==> config.mk <==
export PLATFORM = sky130hd
export DESIGN_NAME = pdu_ctrl_flat
export DESIGN_NICKNAME = d
export VERILOG_FILES = /design/src/rtl/pdu_pkg.sv /design/src/rtl/pdu_if.sv /design/src/rtl/pdu_chk_port.sv /design/src/rtl/pdu_ctrl.sv /design/src/flat_wrapper.sv
export SDC_FILE = /design/constraint.sdc
export NUM_CORES = 1
export LEC_CHECK = 0
export ABC_AREA = 1
export BUFFER_PORTS_ARGS = -buffer_cell sky130_fd_sc_hd__buf_4
export CORE_AREA = 2 2 103 105
export CTS_CLUSTER_SIZE = 12
export DETAILED_ROUTE_END_ITERATION = 16
export DIE_AREA = 0 0 105 107
export PLACE_DENSITY = 0.88
export SYNTH_ARGS = -nofsm -noshare
export SYNTH_HDL_FRONTEND = slang
export SYNTH_SLANG_ARGS = --single-unit
==> constraint.sdc <==
create_clock -name clk -period 2.44 [get_ports clk]
set_input_delay 0.244 -clock clk [delete_from_list [all_inputs] [get_ports clk]]
set_output_delay 0.244 -clock clk [all_outputs]
set_load 0.01 [all_outputs]
==> src/rtl/pdu_pkg.sv <==
`default_nettype none
// +----------------------------------------------------------------------------+
// | pdu_pkg                                                                    |
// | Shared state encodings and check-address map for the debug controller.     |
// | Revision: 1.0                                                              |
// +----------------------------------------------------------------------------+
package pdu_pkg;

  typedef logic [1:0] pdu_state_t;

  localparam pdu_state_t ST_HALT = 2'd0;
  localparam pdu_state_t ST_RUN  = 2'd1;
  localparam pdu_state_t ST_STEP = 2'd2;

  // Check-address map: bit 12 selects the register file, low bits index it.
  localparam int unsigned CHK_RF_SEL_BIT = 12;
  localparam int unsigned CHK_RF_IDX_W   = 5;
  localparam logic [31:0] CHK_MEM_BASE   = 32'h0000_0000;
  localparam logic [31:0] CHK_RF_BASE    = 32'h0000_1000;

  function automatic logic chk_is_rf(input logic [31:0] addr);
    return addr[CHK_RF_SEL_BIT];
  endfunction

endpackage
`default_nettype wire

==> src/rtl/pdu_if.sv <==
`default_nettype none
// +----------------------------------------------------------------------------+
// | pdu_if                                                                     |
// | Host control, check-read handshake and CPU debug bus of the debug ctrl.    |
// | Revision: 1.0                                                              |
// +----------------------------------------------------------------------------+
interface pdu_if
  import pdu_pkg::*;
#(
  parameter int CNT_W = 32
);
  logic             run;
  logic             step;
  logic             halt;
  logic [31:0]      brk_pc;
  logic [31:0]      current_pc;
  logic [31:0]      next_pc;
  logic             cpu_en;
  logic             chk_req;
  logic [31:0]      chk_addr;
  logic             chk_ready;
  logic [31:0]      cpu_check_addr;
  logic [31:0]      cpu_check_data;
  logic             chk_valid;
  logic [31:0]      chk_data;
  pdu_state_t       state;
  logic             brk_hit;
  logic [CNT_W-1:0] cyc_cnt;

  modport master (
    output run, step, halt, brk_pc, current_pc, next_pc,
    output chk_req, chk_addr, cpu_check_data,
    input  cpu_en, chk_ready, cpu_check_addr, chk_valid, chk_data,
    input  state, brk_hit, cyc_cnt
  );

  modport slave (
    input  run, step, halt, brk_pc, current_pc, next_pc,
    input  chk_req, chk_addr, cpu_check_data,
    output cpu_en, chk_ready, cpu_check_addr, chk_valid, chk_data,
    output state, brk_hit, cyc_cnt
  );
endinterface
`default_nettype wire

==> src/rtl/pdu_chk_port.sv <==
`default_nettype none
// +----------------------------------------------------------------------------+
// | pdu_chk_port                                                               |
// | Two-edge host check-read: latch address, then capture CPU debug data.      |
// | Revision: 1.0                                                              |
// +----------------------------------------------------------------------------+
module pdu_chk_port
  import pdu_pkg::*;
(
  input  logic        clk,
  input  logic        rstn,
  input  logic        halted_i,
  input  logic        chk_req_i,
  input  logic [31:0] chk_addr_i,
  output logic        chk_ready_o,
  output logic [31:0] cpu_check_addr_o,
  input  logic [31:0] cpu_check_data_i,
  output logic        chk_valid_o,
  output logic [31:0] chk_data_o,
  output logic        busy_o
);

  logic        pending_q;
  logic        valid_q;
  logic [31:0] addr_q;
  logic [31:0] data_q;
  logic        w_ready;
  logic        w_accept;

  assign w_ready  = halted_i & ~pending_q;
  assign w_accept = chk_req_i & w_ready;

  // Busy covers the accept cycle too so a same-cycle step cannot slip in.
  assign busy_o           = pending_q | w_accept;
  assign chk_ready_o      = w_ready;
  assign cpu_check_addr_o = addr_q;
  assign chk_valid_o      = valid_q;
  assign chk_data_o       = data_q;

  always_ff @(posedge clk or negedge rstn) begin
    if (!rstn) begin
      pending_q <= 1'b0;
      valid_q   <= 1'b0;
      addr_q    <= 32'h0;
      data_q    <= 32'h0;
    end else begin
      pending_q <= w_accept;
      valid_q   <= pending_q;
      if (w_accept) begin
        addr_q <= chk_addr_i;
      end
      if (pending_q) begin
        data_q <= cpu_check_data_i;
      end
    end
  end

endmodule
`default_nettype wire

==> src/rtl/pdu_ctrl.sv <==
`default_nettype none
// +----------------------------------------------------------------------------+
// | pdu_ctrl                                                                   |
// | CPU run/step/halt controller with cycle counter and host check-read port.  |
// | Optional breakpoint comparator built when PDU_BRKPT_EN is defined.         |
// | Revision: 1.0                                                              |
// +----------------------------------------------------------------------------+
module pdu_ctrl
  import pdu_pkg::*;
#(
  parameter int CNT_W = 32
) (
  input  logic clk,
  input  logic rstn,
  pdu_if.slave bus
);

  pdu_state_t       state_q;
  pdu_state_t       state_d;
  logic             brk_hit_q;
  logic             brk_hit_d;
  logic [CNT_W-1:0] cyc_cnt_q;
  logic             cpu_en;
  logic             halted;
  logic             chk_busy;
  logic             brk_match;

`ifdef PDU_BRKPT_EN
  assign brk_match = (bus.next_pc == bus.brk_pc);

  always_ff @(posedge clk or negedge rstn) begin
    if (!rstn) begin
      brk_hit_q <= 1'b0;
    end else begin
      brk_hit_q <= brk_hit_d;
    end
  end

  logic unused_dbg;
  assign unused_dbg = ^bus.current_pc;
`else
  assign brk_match = 1'b0;
  assign brk_hit_q = 1'b0;

  logic unused_dbg;
  assign unused_dbg = ^{bus.current_pc, bus.next_pc, bus.brk_pc, brk_hit_d};
`endif

  always_ff @(posedge clk or negedge rstn) begin
    if (!rstn) begin
      state_q <= ST_HALT;
    end else begin
      state_q <= state_d;
    end
  end

  always_comb begin
    state_d   = state_q;
    brk_hit_d = brk_hit_q;
    case (state_q)
      ST_HALT: begin
        if (!chk_busy) begin
          if (bus.step) begin
            state_d = ST_STEP;
          end else if (bus.run) begin
            state_d = ST_RUN;
          end
        end
      end
      ST_RUN: begin
        if (bus.halt || !bus.run) begin
          state_d = ST_HALT;
        end else if (brk_match) begin
          state_d   = ST_HALT;
          brk_hit_d = 1'b1;
        end
      end
      ST_STEP: state_d = ST_HALT;
      default: state_d = ST_HALT;
    endcase
    if ((state_q == ST_HALT) && (state_d != ST_HALT)) begin
      brk_hit_d = 1'b0;
    end
  end

  always_comb begin
    cpu_en = 1'b0;
    halted = 1'b0;
    case (state_q)
      ST_RUN, ST_STEP: cpu_en = 1'b1;
      ST_HALT:         halted = 1'b1;
      default:         ;
    endcase
  end

  always_ff @(posedge clk or negedge rstn) begin
    if (!rstn) begin
      cyc_cnt_q <= '0;
    end else if (cpu_en) begin
      cyc_cnt_q <= cyc_cnt_q + CNT_W'(1);
    end
  end

  pdu_chk_port u_chk (
    .clk              (clk),
    .rstn             (rstn),
    .halted_i         (halted),
    .chk_req_i        (bus.chk_req),
    .chk_addr_i       (bus.chk_addr),
    .chk_ready_o      (bus.chk_ready),
    .cpu_check_addr_o (bus.cpu_check_addr),
    .cpu_check_data_i (bus.cpu_check_data),
    .chk_valid_o      (bus.chk_valid),
    .chk_data_o       (bus.chk_data),
    .busy_o           (chk_busy)
  );

  assign bus.cpu_en  = cpu_en;
  assign bus.state   = state_q;
  assign bus.brk_hit = brk_hit_q;
  assign bus.cyc_cnt = cyc_cnt_q;

endmodule
`default_nettype wire

==> src/flat_wrapper.sv <==
// flat-port wrapper written by rule: the top's interface ports become plain ports
module pdu_ctrl_flat import pdu_pkg::*;
#(
  parameter int CNT_W = 32
)
  (clk, rstn, bus_run, bus_step, bus_halt, bus_brk_pc, bus_current_pc, bus_next_pc, bus_chk_req, bus_chk_addr, bus_cpu_check_data, bus_cpu_en, bus_chk_ready, bus_cpu_check_addr, bus_chk_valid, bus_chk_data, bus_state, bus_brk_hit, bus_cyc_cnt);
  pdu_if #(.CNT_W(CNT_W)) bus_i ();
  input  logic clk;
  input  logic rstn;
  input wire logic [$bits(bus_i.run)-1:0] bus_run;
  input wire logic [$bits(bus_i.step)-1:0] bus_step;
  input wire logic [$bits(bus_i.halt)-1:0] bus_halt;
  input wire logic [$bits(bus_i.brk_pc)-1:0] bus_brk_pc;
  input wire logic [$bits(bus_i.current_pc)-1:0] bus_current_pc;
  input wire logic [$bits(bus_i.next_pc)-1:0] bus_next_pc;
  input wire logic [$bits(bus_i.chk_req)-1:0] bus_chk_req;
  input wire logic [$bits(bus_i.chk_addr)-1:0] bus_chk_addr;
  input wire logic [$bits(bus_i.cpu_check_data)-1:0] bus_cpu_check_data;
  output wire logic [$bits(bus_i.cpu_en)-1:0] bus_cpu_en;
  output wire logic [$bits(bus_i.chk_ready)-1:0] bus_chk_ready;
  output wire logic [$bits(bus_i.cpu_check_addr)-1:0] bus_cpu_check_addr;
  output wire logic [$bits(bus_i.chk_valid)-1:0] bus_chk_valid;
  output wire logic [$bits(bus_i.chk_data)-1:0] bus_chk_data;
  output wire logic [$bits(bus_i.state)-1:0] bus_state;
  output wire logic [$bits(bus_i.brk_hit)-1:0] bus_brk_hit;
  output wire logic [$bits(bus_i.cyc_cnt)-1:0] bus_cyc_cnt;
  assign bus_i.run = bus_run;
  assign bus_i.step = bus_step;
  assign bus_i.halt = bus_halt;
  assign bus_i.brk_pc = bus_brk_pc;
  assign bus_i.current_pc = bus_current_pc;
  assign bus_i.next_pc = bus_next_pc;
  assign bus_i.chk_req = bus_chk_req;
  assign bus_i.chk_addr = bus_chk_addr;
  assign bus_i.cpu_check_data = bus_cpu_check_data;
  assign bus_cpu_en = bus_i.cpu_en;
  assign bus_chk_ready = bus_i.chk_ready;
  assign bus_cpu_check_addr = bus_i.cpu_check_addr;
  assign bus_chk_valid = bus_i.chk_valid;
  assign bus_chk_data = bus_i.chk_data;
  assign bus_state = bus_i.state;
  assign bus_brk_hit = bus_i.brk_hit;
  assign bus_cyc_cnt = bus_i.cyc_cnt;
  pdu_ctrl #(.CNT_W(CNT_W)) u_core (.clk(clk), .rstn(rstn), .bus(bus_i));
endmodule
==> qor.yml <==
global_routing:
  first_global_vias: 3890
  grt_pass1_wl_um: 17300
  antenna_found_initial: 0
  grt_usage_pct: 19.1
  gr-total-overflow: 0
  busiest_layer: "met2"
  grt_max_degree: 101
  grtUsageMet2_pct: 32.7
  met1_usage_pct: 22.3
  grt_use_met3_pct: 5.47
worst_setup_path:
  reg2regPathDepth: 8
  crit_fanout: 10
  endpoint_kind: "register"
  critical-path-top-delay-family: "adder cells"
  cp_slowest_cell: "ha_1"
  r2r_slack_ps: 390
  reg2reg_from: "u_core.bus.state[0]"
  arrival_ps: 2280
  cp_num_buf_inv: 2
  cp_num_cells: 8
  worst_r2r_endpoint: "u_core.bus.cyc_cnt[21]"
  startpoint_type: "register"
  critPathKind: "register to register"
  crit_chain: "inv_1 > ha_1 > inv_4 > nor2_1 > nand3b_1 > nor2_4 > nand2_2 > xor2_1"
  max_stage_delay_ps: 630
  crit_required_ps: 2680
placed_design:
  place_area_um2: 5820
  gp_congestion: 0.887
  io_buffers: 170
  dp.final_hpwl_um: 7890
route:
  drtIter0Drc: 198
  drcViolationCount: 0
  post_drt_via_cell_ratio: 4.73
  drtPass1Iterations: 4
  num_vias: 3877
  drt-wirelength-per-cell_um: 12.9
  ant_nets: 0
  wl_um: 10500
cts:
  cts.repair_timing.setup_buffer_count: 0
  tritoncts: "built"
  clk_latency_ps: 350
  ctsRootBufferMaster: "clkbuf_8"
  cts_max_level: 3
  cts-resized-gates: 0
  cts-buffers-inserted: 9
  cts_buffer_depth: 2
  clk_pin_slew_ps: 90
  clock-sinks: 100
timing:
  finalCritPeriodShare_pct: 83.8
  fmax_ghz: 0.489
  setup_violations: 0
  slew_violations: 0
  skew_ps: 9.81
  finalSetupTns_ps: 0
  hold_viol: 0
  maxSlewHeadroom_pct: 38.6
  tightest_slew_ps: 920
  whs_ps: 86.2
  period_minus_slack_ps: 2050
  rsz0062_at_grt: "no"
finish:
  final_area_um2: 6040
  syn_to_final_growth_pct: 36.9
  antenna-diode-count: 0
  multi_input_area_um2: 1690
  register_area_um2: 2500
  nNetsFinal: 850
  drive_gt1_share_pct: 31.4
  nFillCells: 869
  postLayoutCoreUtil_pct: 59.8
job:
  max_cap_violations: 0
yosys:
  synthFlopType: "dfrtp_1"
  syn_inst: 511
  async_flop_share_pct: 100
  postSynthAreaPerCell_um2: 8.63
  synth_common_cells: "248 x nand2_1, 100 x dfrtp_1, 37 x inv_1"
  synth.most_common_cell: "nand2_1"
  ys_seq_elements: 100
  synth_cell_types: 29
  synth-edff-count: 0
  synth_top_area_share_pct: 56.7
  ys_seq_area_share_pct: 56.7
  syn-cell-area_um2: 4410
  synthTopCellsByArea: "dfrtp_1 57%, nand2_1 21%, inv_1 3.1%"
  yosysWarnings: 0
  syn-num-nets: 680
  synth_top_area_cell: "dfrtp_1"
die:
  fp-row-count: 37
  die_h_um: 107
  die-area_um2: 11200
  core_um2: 10100
  design.portCount: 268
  start_util_pct: 43.7
  die_w_um: 105
worst_hold_path:
  min_to: "u_core.u_chk.cpu_check_addr_o[7]"
  hold_depth: 3
  min_from: "bus_chk_addr[7]"
  hp-class: "input pin to register"
power_and_ir_drop:
  peakVddDrop_mv: 0.856
  power-per-cell-area_nw_per_um2: 1030
  p_leak_nw: 3.34
run_status:
  status: "finished clean"
layer usage:
layer,share of wire (%),wire [um]
met1,40,4220
met3,7.1,753
met2,51,5350
met4,2.1,223
met5,0,0
report_power, final:
part,switching (mW),internal (mW)
registers,0.379,2.24
clock network,0.523,0.597
logic,1.34,1.14
metrics by stage:
step	worst slack, ps	cells	total power, mW
final	394	820	6.22
after global placement	496	805	5.02
after CTS	391	820	6.28
after global routing	253	820	6.64
after floorplan	708	511	3.82
after detailed placement	437	805	5.15
worst max-delay path by stage:
stage                             start                endpoint  slack [ps]
global placement    u_core.bus.state[0]  u_core.bus.cyc_cnt[21]         500
floorplan           u_core.bus.state[0]  u_core.bus.cyc_cnt[21]         710
global route        u_core.bus.state[0]  u_core.bus.cyc_cnt[25]         250
detailed placement  u_core.bus.state[0]  u_core.bus.cyc_cnt[21]         440
CTS                 u_core.bus.state[0]  u_core.bus.cyc_cnt[21]         390
finish              u_core.bus.state[0]  u_core.bus.cyc_cnt[21]         390
worst register-to-register path: stages (launching register included):
cell,delay [ps]
dfrtp_1,400
inv_1,90
ha_1,630
inv_4,130
nor2_1,120
nand3b_1,130
nor2_4,220
nand2_2,80
xor2_1,140
cell families after synthesis:
| logic type | synth area share, % |
|---|---|
| XOR/XNOR | 3.97 |
| AO/OA/AOI/OAI | 0.879 |
| buffers and inverters | 4.96 |
| flip-flops | 56.7 |
| adder cells (fa/ha/maj) | 0.851 |
| AND/OR/NAND/NOR | 32.5 |
| other | 0.0850 |
registers in the layout (all words and copies together), names as in the netlist:
signal,flops
u_core.u_chk.cpu_check_addr_o,32
u_core.u_chk.chk_valid_o,1
u_core.u_chk.pending_q,1
u_core.bus.state,2
u_core.u_chk.chk_data_o,32
u_core.bus.cyc_cnt,32
placed cells by master, fill, tap and decap left out, drive strengths merged:
cell type    count
nand4           10
ha               3
xnor2            9
nand3           20
o21ai            3
a21oi            1
dlygate4sd3      1
a21o             1
o21bai           1
xor2            11
conb             1
inv             39
dfrtp          100
nand3b           3
nor3             4
clkbuf          12
buf            173
bufinv           2
nor2            35
nand2          255
layout make-up:
type	instances	area share [%]
Clock inverter	2	0.995
Multi-Input combinational cell	357	28.0
Clock buffer	12	2.40
Sequential cell	100	41.4
Inverter	39	2.47
Tap cell	136	2.82
Timing Repair Buffer	174	21.9
timing repair:
| item | in CTS | in global routing |
|---|---|---|
| hold endpoints to repair | 100 | 0 |
| setup endpoints to repair | 0 | 0 |
| hold buffers | 1 | 0 |
(Power assumes the default switching activity.)
